### config.mk
export PLATFORM = sky130hd
export DESIGN_NAME = gf180mcu_fd_sc_mcu9t5v0_oain1_pipe_flat
export DESIGN_NICKNAME = d
export VERILOG_FILES = /design/src/rtl/gf180mcu_fd_sc_mcu9t5v0_pkg.sv /design/src/rtl/gf180mcu_fd_sc_mcu9t5v0_oain1_pipe_if.sv /design/src/rtl/gf180mcu_fd_sc_mcu9t5v0_oain1_func.sv /design/src/rtl/gf180mcu_fd_sc_mcu9t5v0_oain1_pipe.sv /design/src/flat_wrapper.sv
export SDC_FILE = /design/constraint.sdc
export NUM_CORES = 1
export LEC_CHECK = 0
export ABC_AREA = 1
export CAP_MARGIN = 20
export CORE_AREA = 2 2 39 41
export DETAILED_ROUTE_END_ITERATION = 16
export DIE_AREA = 0 0 41 43
export SYNTH_ARGS = -nofsm -noshare
export SYNTH_HDL_FRONTEND = slang
export SYNTH_SLANG_ARGS = --single-unit
### constraint.sdc
create_clock -name CLK -period 2.6 [get_ports CLK]
set_input_delay 0.39 -clock CLK [delete_from_list [all_inputs] [get_ports CLK]]
set_output_delay 0.39 -clock CLK [all_outputs]
set_load 0.005 [all_outputs]
### src/rtl/gf180mcu_fd_sc_mcu9t5v0_pkg.sv
// Shared definitions for the 9-track 5V registered OAI macros: parameter bounds
// and the per-edge pipeline mode encoding.
package gf180mcu_fd_sc_mcu9t5v0_pkg;

    localparam int N_MAX      = 8;
    localparam int STAGES_MAX = 4;

    typedef enum logic [1:0] {
        SHIFT   = 2'd0,
        CAPTURE = 2'd1,
        HOLD    = 2'd2
    } mode_e;

    // Scan enable has priority over the functional enable.
    function automatic mode_e sel_mode(input logic se, input logic e);
        if (se)
            return SHIFT;
        else if (e)
            return CAPTURE;
        else
            return HOLD;
    endfunction

endpackage

### src/rtl/gf180mcu_fd_sc_mcu9t5v0_oain1_pipe_if.sv
// Data/scan bundle of the registered OAI-N1 macro; the driver of A/B/E/SE/SI
// is the master, the macro itself is the slave.
interface gf180mcu_fd_sc_mcu9t5v0_oain1_pipe_if #(
    parameter int N = 3
);
    import gf180mcu_fd_sc_mcu9t5v0_pkg::*;

    logic [N-1:0] A;
    logic         B;
    logic         E;
    logic         SE;
    logic         SI;
    logic         Q;
    logic         SO;
    logic         QV;

    modport master (output A, B, E, SE, SI, input Q, SO, QV);
    modport slave  (input A, B, E, SE, SI, output Q, SO, QV);

endinterface

### src/rtl/gf180mcu_fd_sc_mcu9t5v0_oain1_func.sv
// Combinational N-input OAI core: zn = ~((|a) & b). With b=0 the output is 1
// regardless of unknowns on a, following reduction/AND semantics.
module gf180mcu_fd_sc_mcu9t5v0_oain1_func
    import gf180mcu_fd_sc_mcu9t5v0_pkg::*;
#(
    parameter int N = 3
) (
    input  logic [N-1:0] a,
    input  logic         b,
    output logic         zn
);

    assign zn = ~((|a) & b);

endmodule

### src/rtl/gf180mcu_fd_sc_mcu9t5v0_oain1_pipe.sv
// Registered OAI-N1 with STAGES-deep clock-enabled pipeline, scan chain and
// fill-valid flag. Define GF180MCU_FD_SC_MCU9T5V0_POWER_CHECK_EN to add VDD/VSS rail checking.
module gf180mcu_fd_sc_mcu9t5v0_oain1_pipe
    import gf180mcu_fd_sc_mcu9t5v0_pkg::*;
#(
    parameter int   N         = 3,
    parameter int   STAGES    = 2,
    parameter logic RESET_VAL = 1'b1
) (
    input  logic                                    CLK,
    input  logic                                    RST,
    gf180mcu_fd_sc_mcu9t5v0_oain1_pipe_if.slave     bus
`ifdef GF180MCU_FD_SC_MCU9T5V0_POWER_CHECK_EN
    ,
    inout  wire                                     VDD,
    inout  wire                                     VSS
`endif
);

    localparam int                CNT_W    = $clog2(STAGES + 1);
    localparam logic [CNT_W-1:0]  CNT_FULL = CNT_W'(STAGES);

    if (N < 1 || N > N_MAX || STAGES < 1 || STAGES > STAGES_MAX) begin : g_param_check
        $fatal(1, "oain1_pipe: N=%0d or STAGES=%0d outside supported range", N, STAGES);
    end

    logic              zn;
    logic              pwr_ok;
    mode_e             mode;
    logic [STAGES-1:0] stage_d, stage_q;
    logic [CNT_W-1:0]  cnt_d, cnt_q;
    logic              qv_d, qv_q;

    gf180mcu_fd_sc_mcu9t5v0_oain1_func #(.N(N)) u_func (
        .a  (bus.A),
        .b  (bus.B),
        .zn (zn)
    );

`ifdef GF180MCU_FD_SC_MCU9T5V0_POWER_CHECK_EN
    assign pwr_ok = (VDD === 1'b1) && (VSS === 1'b0);
`else
    assign pwr_ok = 1'b1;
`endif

    always_comb begin
        mode    = sel_mode(bus.SE, bus.E);
        stage_d = stage_q;
        cnt_d   = cnt_q;
        case (mode)
            SHIFT: begin
                stage_d[0] = bus.SI;
                for (int k = 1; k < STAGES; k++)
                    stage_d[k] = stage_q[k-1];
                cnt_d = '0;
            end
            CAPTURE: begin
                stage_d[0] = zn;
                for (int k = 1; k < STAGES; k++)
                    stage_d[k] = stage_q[k-1];
                if (cnt_q != CNT_FULL)
                    cnt_d = cnt_q + 1'b1;
            end
            default: ;
        endcase
        // Bad rails corrupt every stage; the fill count restarts so QV waits for a flush.
        if (!pwr_ok) begin
            stage_d = 'x;
            cnt_d   = '0;
        end
        qv_d = (cnt_d == CNT_FULL);
    end

    always_ff @(posedge CLK or posedge RST) begin
        if (RST) begin
            stage_q <= {STAGES{RESET_VAL}};
            cnt_q   <= '0;
            qv_q    <= 1'b0;
        end else begin
            stage_q <= stage_d;
            cnt_q   <= cnt_d;
            qv_q    <= qv_d;
        end
    end

    assign bus.Q  = pwr_ok ? stage_q[STAGES-1] : 1'bx;
    assign bus.SO = pwr_ok ? stage_q[STAGES-1] : 1'bx;
    assign bus.QV = pwr_ok ? qv_q : 1'bx;

endmodule

### src/flat_wrapper.sv
// flat-port wrapper written by rule: the top's interface ports become plain ports
module gf180mcu_fd_sc_mcu9t5v0_oain1_pipe_flat import gf180mcu_fd_sc_mcu9t5v0_pkg::*;
#(
    parameter int   N         = 3,
    parameter int   STAGES    = 2,
    parameter logic RESET_VAL = 1'b1
)
  (CLK, RST, bus_A, bus_B, bus_E, bus_SE, bus_SI, bus_Q, bus_SO, bus_QV);
  gf180mcu_fd_sc_mcu9t5v0_oain1_pipe_if #(.N(N)) bus_i ();
  input  logic CLK;
  input  logic RST;
  input wire logic [$bits(bus_i.A)-1:0] bus_A;
  input wire logic [$bits(bus_i.B)-1:0] bus_B;
  input wire logic [$bits(bus_i.E)-1:0] bus_E;
  input wire logic [$bits(bus_i.SE)-1:0] bus_SE;
  input wire logic [$bits(bus_i.SI)-1:0] bus_SI;
  output wire logic [$bits(bus_i.Q)-1:0] bus_Q;
  output wire logic [$bits(bus_i.SO)-1:0] bus_SO;
  output wire logic [$bits(bus_i.QV)-1:0] bus_QV;
  assign bus_i.A = bus_A;
  assign bus_i.B = bus_B;
  assign bus_i.E = bus_E;
  assign bus_i.SE = bus_SE;
  assign bus_i.SI = bus_SI;
  assign bus_Q = bus_i.Q;
  assign bus_SO = bus_i.SO;
  assign bus_QV = bus_i.QV;
  gf180mcu_fd_sc_mcu9t5v0_oain1_pipe #(.N(N), .STAGES(STAGES), .RESET_VAL(RESET_VAL)) u_core (.CLK(CLK), .RST(RST), .bus(bus_i));
endmodule
==> results of run 1 <==
==> per-stage QoR <==
step	area [um^2]	cells	hold slack (ps)	setup WS, ps	utilization [%]
after detailed placement	390	59	475	1200	28.2
after global placement	390	59	474	1200	28.2
final	417	63	346	950	30.1
after CTS	417	63	348	930	30.1
after floorplan	268	33	167	1590	-
after global routing	417	63	377	884	30.1
==> layer usage <==
layer,vias up,share of wire (%),track usage (%)
met1,108,38,6.56
met2,6,52,10.9
met5,-,0,0
met4,0,0,2.00
li1,127,-,-
met3,0,9.7,9.42
==> state kept, by name, indices dropped and copies added (netlist names) <==
name and cells:
u_core.bus.QV 1, u_core.cnt_q 2, u_core.stage_q 2
==> cell type report <==
type                    instances  share of cell area (%)
clock buffers                   4                    6.31
inverters                       7                    6.31
multi-input cells              20                    25.5
flip-flops and latches          5                    30.6
well taps                      16                    4.80
repair buffers                 11                    26.4
==> synth_stat cells <==
library cell / count
dfstp_2: 2
nand2_2: 2
nand3_1: 2
inv_1: 5
nor2_1: 2
a21boi_0: 1
o21ai_0: 1
ha_1: 1
nor2_4: 1
buf_4: 1
nor2_2: 1
nand2_1: 9
dfrtp_1: 3
inv_2: 2
==> where the power goes <==
part	internal [mW]	switching, mW
Clock	0.0579	0.0303
Sequential	0.0879	0.00372
Combinational	0.0262	0.0174
Total	0.172	0.0514
==> cell usage in the layout, fill, tap and decap left out, types with 2 or more instances in the layout <==
cell type	Yosys	routed
dfstp_2	2	2
nor2_1	2	2
inv_1	5	5
nand2_2	2	2
nand3_1	2	2
nand2_1	9	9
clkdlybuf4s50_1	0	11
inv_2	2	2
clkbuf_4	0	3
dfrtp_1	3	3
==> logic make-up after synthesis <==
kind of cell    Yosys count  synth area share, %
simple gates             17                 30.4
buf+inv                   8                 12.6
fa+ha+maj                 1                 4.67
compound gates            2                 4.67
flops                     5                 47.7
==> path summary, 6_finish.rpt <==
check                                  start                 to  slack [ps]  depth (start not counted)
max reg2reg                  u_core.cnt_q[0]      u_core.bus.QV        1580                          6
min reg2reg                u_core.stage_q[1]  u_core.stage_q[1]         470                          2
min in group CLK           u_core.stage_q[1]  u_core.stage_q[1]         470                          2
max                        u_core.stage_q[1]             bus_SO         950                          1
min                                      RST    u_core.cnt_q[0]         350                          2
max in group asynchronous                RST  u_core.stage_q[0]        2020                          2
==> summary.txt, run 1 <==
Drt
  • Post-DRT Antenna Nets: 0
  • Number of DRC violations after detailed-routing iteration 0: 3
  • Post-route DRC: 0
  • Final WL: around 460 um
  • DR pass1 iterations: 2
  • WL/cell: approximately 7.3 um
  • Avg Vias per Cell: between 3 and 4
  • Via count: 241

CTS
  • CTS root buf: clkbuf_4
  • Hold Buf Count CTS: 0
  • CTS sink count: 5
  • CTS Buf Count: 3
  • # resized after CTS: 0
  • CTS tree: yes
  • Post-CTS Setup Inserts: 0
  • H-tree levels: 1
  • Clock latency on the worst-skew pair: between 200 and 250 ps
  • CTS clk-pin slew, worst paths: 40 ps
  • Max clock buf depth: 2

STA
  • Final setup violation count: 0
  • Fmax: about 600 MHz
  • Fin. max-slew vios: 0
  • Max_slew headroom: between 80% and 90%
  • Setup TNS: 0 ps
  • Setup Skew: roughly 0.040 ps
  • Unrepaired setup endpoints after global routing: false
  • Fin crit share: 63.5%
  • Final hold vios: 0
  • Fin crit period: approximately 1700 ps
  • Worst slew pin tran: 246 ps

Die
  • Core ar.: 1380 um^2
  • Die W: between 40 and 50 um
  • Die area: about 1800 um^2
  • # rows: 14
  • Starting Density: roughly a fifth
  • I/O pins: 12
  • Die Ht: around 43 um

Placed design
  • Hpwl dp: 394 um
  • Port Buffers: 11
  • Placer Congestion: 0.609

Final layout
  • Area of the multi-input gates: approximately 110 um^2
  • Final nets: 58
  • Inserted Diodes: 0
  • Fillers: ~160
  • Layout Area Growth over Synthesis: 55.6%
  • Share of layout cells above drive strength 1: a little under a quarter
  • Register area: roughly 130 um^2

Global route
  • Vias in the first global route: between 200 and 250
  • GRT Resource Usage Total: under 10%
  • Total grt overflow: 0
  • Largest net degree at the start of global routing: 6
  • Antenna violations before repair: 0
  • First-pass GRT wire length: 834 um

Setup path
  • Critical path type: reg -> out
  • Critical Path End Type: output pin
  • Delay-heaviest family, CP: flip-flops
  • Max FO, Critical Path: 3
  • Critical-path cell list: clkdlybuf4s50_1
  • Crit start category: flip-flop
  • Req. time, crit path: between 2000 and 2500 ps
  • Arrival time worst endpoint: 1260 ps
  • Buf/Inv on CP: 1
  • Critical path's slowest cell: dfstp_2
  • Max stage delay on crit path: 530 ps

Synth
  • Register area share after synthesis: 47.7%
  • Mapped Nets: 43
  • Syn Std Cell Area: ~270 um^2
  • Warnings, synthesis: 0
  • Synth area leaders: dfrtp_1 (28%), dfstp_2 (20%), nand2_1 (13%)
  • #FFs+latches synth: 5
  • Synth area leader: dfrtp_1
  • Syn Inst Count: 33
  • Count of cell types in the netlist: 14
  • Post-synth top area share: 28.0%
  • Synth Area per Inst: roughly 8 um^2

Run
  • MaxCap Viol Count: 0

Power and ir drop
  • VDD IR max: 0.000288 V
  • Power per cell area: about 540 nW/um^2
  • Leak pwr: between 0.15 and 0.2 nW
  • Post-layout power: roughly 0.22 mW

Status
  • Status: completed

Worst hold path
  • Hold WC Path Type: in -> async
No activity file was read; power rests on OpenSTA's default activity.
==> run 2, diff against run 1 <==
==> constraint.sdc (replaced) <==
create_clock -name CLK -period 1.7 [get_ports CLK]
set_input_delay 0.255 -clock CLK [delete_from_list [all_inputs] [get_ports CLK]]
set_output_delay 0.255 -clock CLK [all_outputs]
set_load 0.005 [all_outputs]
==> run 2 against run 1 <==
Against the previous run:
- utilization stayed put
- register-to-register slack lost 870 ps
- sequential share of layout area is the same
- routed wire length rose by 0.43%
- sequential power increased by 53%
- sequential cell count did not move
- clock skew barely moved
- clock-buffer cell count did not move
==> summary.txt, run 2 (synthesized netlist as in run 1, its figures left out) <==
Status
  • Status: completed

Setup path
  • Crit start category: flip-flop
  • Worst R2R Start: u_core.cnt_q[0]
  • Delay-heaviest family, CP: flip-flops
  • Critical-path cell list: clkdlybuf4s50_1
  • Critical path's slowest cell: dfstp_2
  • Req. time, crit path: ~1400 ps
  • Critical Path End Type: output pin
  • Max stage delay on crit path: 530 ps
  • Arrival time worst endpoint: ~1300 ps
  • Buf/Inv on CP: 1
  • R2R depth: 6
  • Critical path type: reg -> out
  • R2R Path End: u_core.bus.QV
  • Max FO, Critical Path: 3
  • Reg2reg setup slack: 710 ps

Drt
  • Via count: 240
  • Post-route DRC: 0
  • WL/cell: ~7.4 um
  • Final WL: roughly 470 um
  • Number of DRC violations after detailed-routing iteration 0: 0
  • Post-DRT Antenna Nets: 0
  • DR pass1 iterations: 1
  • Avg Vias per Cell: about 3.8

Placed design
  • Placer Congestion: 0.643
  • Port Buffers: 11
  • Hpwl dp: 407 um
  • Placed instance count: slightly below 60

Final layout
  • Utilization after layout: roughly 30%
  • Non-filler instance count after layout: between 60 and 70
  • Commonest cells after routing, fill and taps aside: clkdlybuf4s50_1 (11), nand2_1 (9), inv_1 (5)
  • Final nets: a little under 60
  • Inserted Diodes: 0
  • Share of layout cells above drive strength 1: 23.4%
  • Register area: ~130 um^2
  • Fillers: between 150 and 200
  • Area of the multi-input gates: between 100 and 150 um^2
  • Leading cell type in the layout, fill and taps excluded: clkdlybuf4s50_1
  • Layout Area Growth over Synthesis: 55.6%

Die
  • Core ar.: 1380 um^2
  • # rows: 14
  • Die Ht: approximately 43 um
  • Die W: 41 um
  • Die area: roughly 1800 um^2
  • I/O pins: 12
  • Starting Density: about a fifth

STA
  • Final hold vios: 0
  • Fin crit share: roughly nine tenths
  • Fmax: about 660 MHz
  • Setup TNS: 0 ps
  • Unrepaired setup endpoints after global routing: false
  • Max_slew headroom: between 80% and 90%
  • Hold WS: 221 ps
  • Worst slew pin tran: 238 ps
  • Setup Skew: between 0.1 and 0.15 ps
  • Final setup violation count: 0
  • Fin crit period: 1520 ps
  • Fin. max-slew vios: 0

CTS
  • CTS Buf Count: 3
  • CTS root buf: clkbuf_4
  • Post-CTS Setup Inserts: 0
  • H-tree levels: 1
  • CTS tree: yes
  • Max clock buf depth: 2
  • Clock latency on the worst-skew pair: between 200 and 250 ps
  • Hold Buf Count CTS: 0
  • CTS clk-pin slew, worst paths: approximately 40 ps
  • # resized after CTS: 0
  • CTS sink count: 5

Global route
  • Total grt overflow: 0
  • Largest net degree at the start of global routing: 6
  • First-pass GRT wire length: just over 800 um
  • Antenna violations before repair: 0
  • GRT Resource Usage Total: between 7 and 8%
  • Vias in the first global route: approximately 230

Power and ir drop
  • Power per cell area: approximately 820 nW/um^2
  • VDD IR max: between 0.0004 and 0.0005 V
  • Leak pwr: slightly below 0.2 nW

Run
  • MaxCap Viol Count: 0

Worst hold path
  • Hold WC Path Type: in -> async
-- run 2: cell counts in the layout (fill, tap and decap cells not counted) --
No cell type changed its count.
-- run 2: worst max path at each step --
| stage | end | start | depth (start not counted) | slack, ps |
|---|---|---|---|---|
| 4_1_cts | bus_SO | u_core.stage_q[1] | 1 | 170 |
| 6_report | bus_SO | u_core.stage_q[1] | 1 | 180 |
| 3_3_place_gp | u_core.bus.QV | bus_E | 6 | 430 |
| 3_5_place_dp | bus_SO | u_core.stage_q[1] | 1 | 430 |
| 5_1_grt | bus_SO | u_core.stage_q[1] | 1 | 110 |
| 2_1_floorplan | u_core.bus.QV | u_core.cnt_q[0] | 6 | 740 |
-- run 2: layout make-up --
cell class	instances	share of cell area [%]
Timing Repair Buffer	11	26.4
Tap cell	16	4.80
Sequential cell	5	30.6
Inverter	7	6.31
Multi-Input combinational cell	20	25.5
Clock buffer	4	6.31
-- run 2: routing by layer --
layer  up-vias  share of wire, %  track usage [%]
met2         8                55             12.5
li1        126                 -                -
met3         0               9.9             7.85
met1       106                35             6.23
met4         0                 0             2.00
met5         -                 0                0
-- run 2: through the flow --
stage	setup WS, ps	area (um^2)	power, mW
after floorplan	745	268	0.172
after global placement	432	390	0.208
after detailed placement	433	390	0.210
after CTS	169	417	0.352
after global routing	112	417	0.376
final	184	417	0.342
-- run 2: worst reg2reg max path, delay by kind of cell (launching register included) --
kind	cells	cell delay, ps
AND/OR/NAND/NOR	3	190
buffers and inverters	2	90
flip-flops	1	330
adder cells (fa/ha/maj)	1	270
-- run 2: power by group --
group / switching [mW] / leakage (nW) / internal (mW)
registers: 0.00519 / 0.0613 / 0.134
logic: 0.0268 / 0.121 / 0.0399
clock network: 0.0467 / 0.0150 / 0.0886
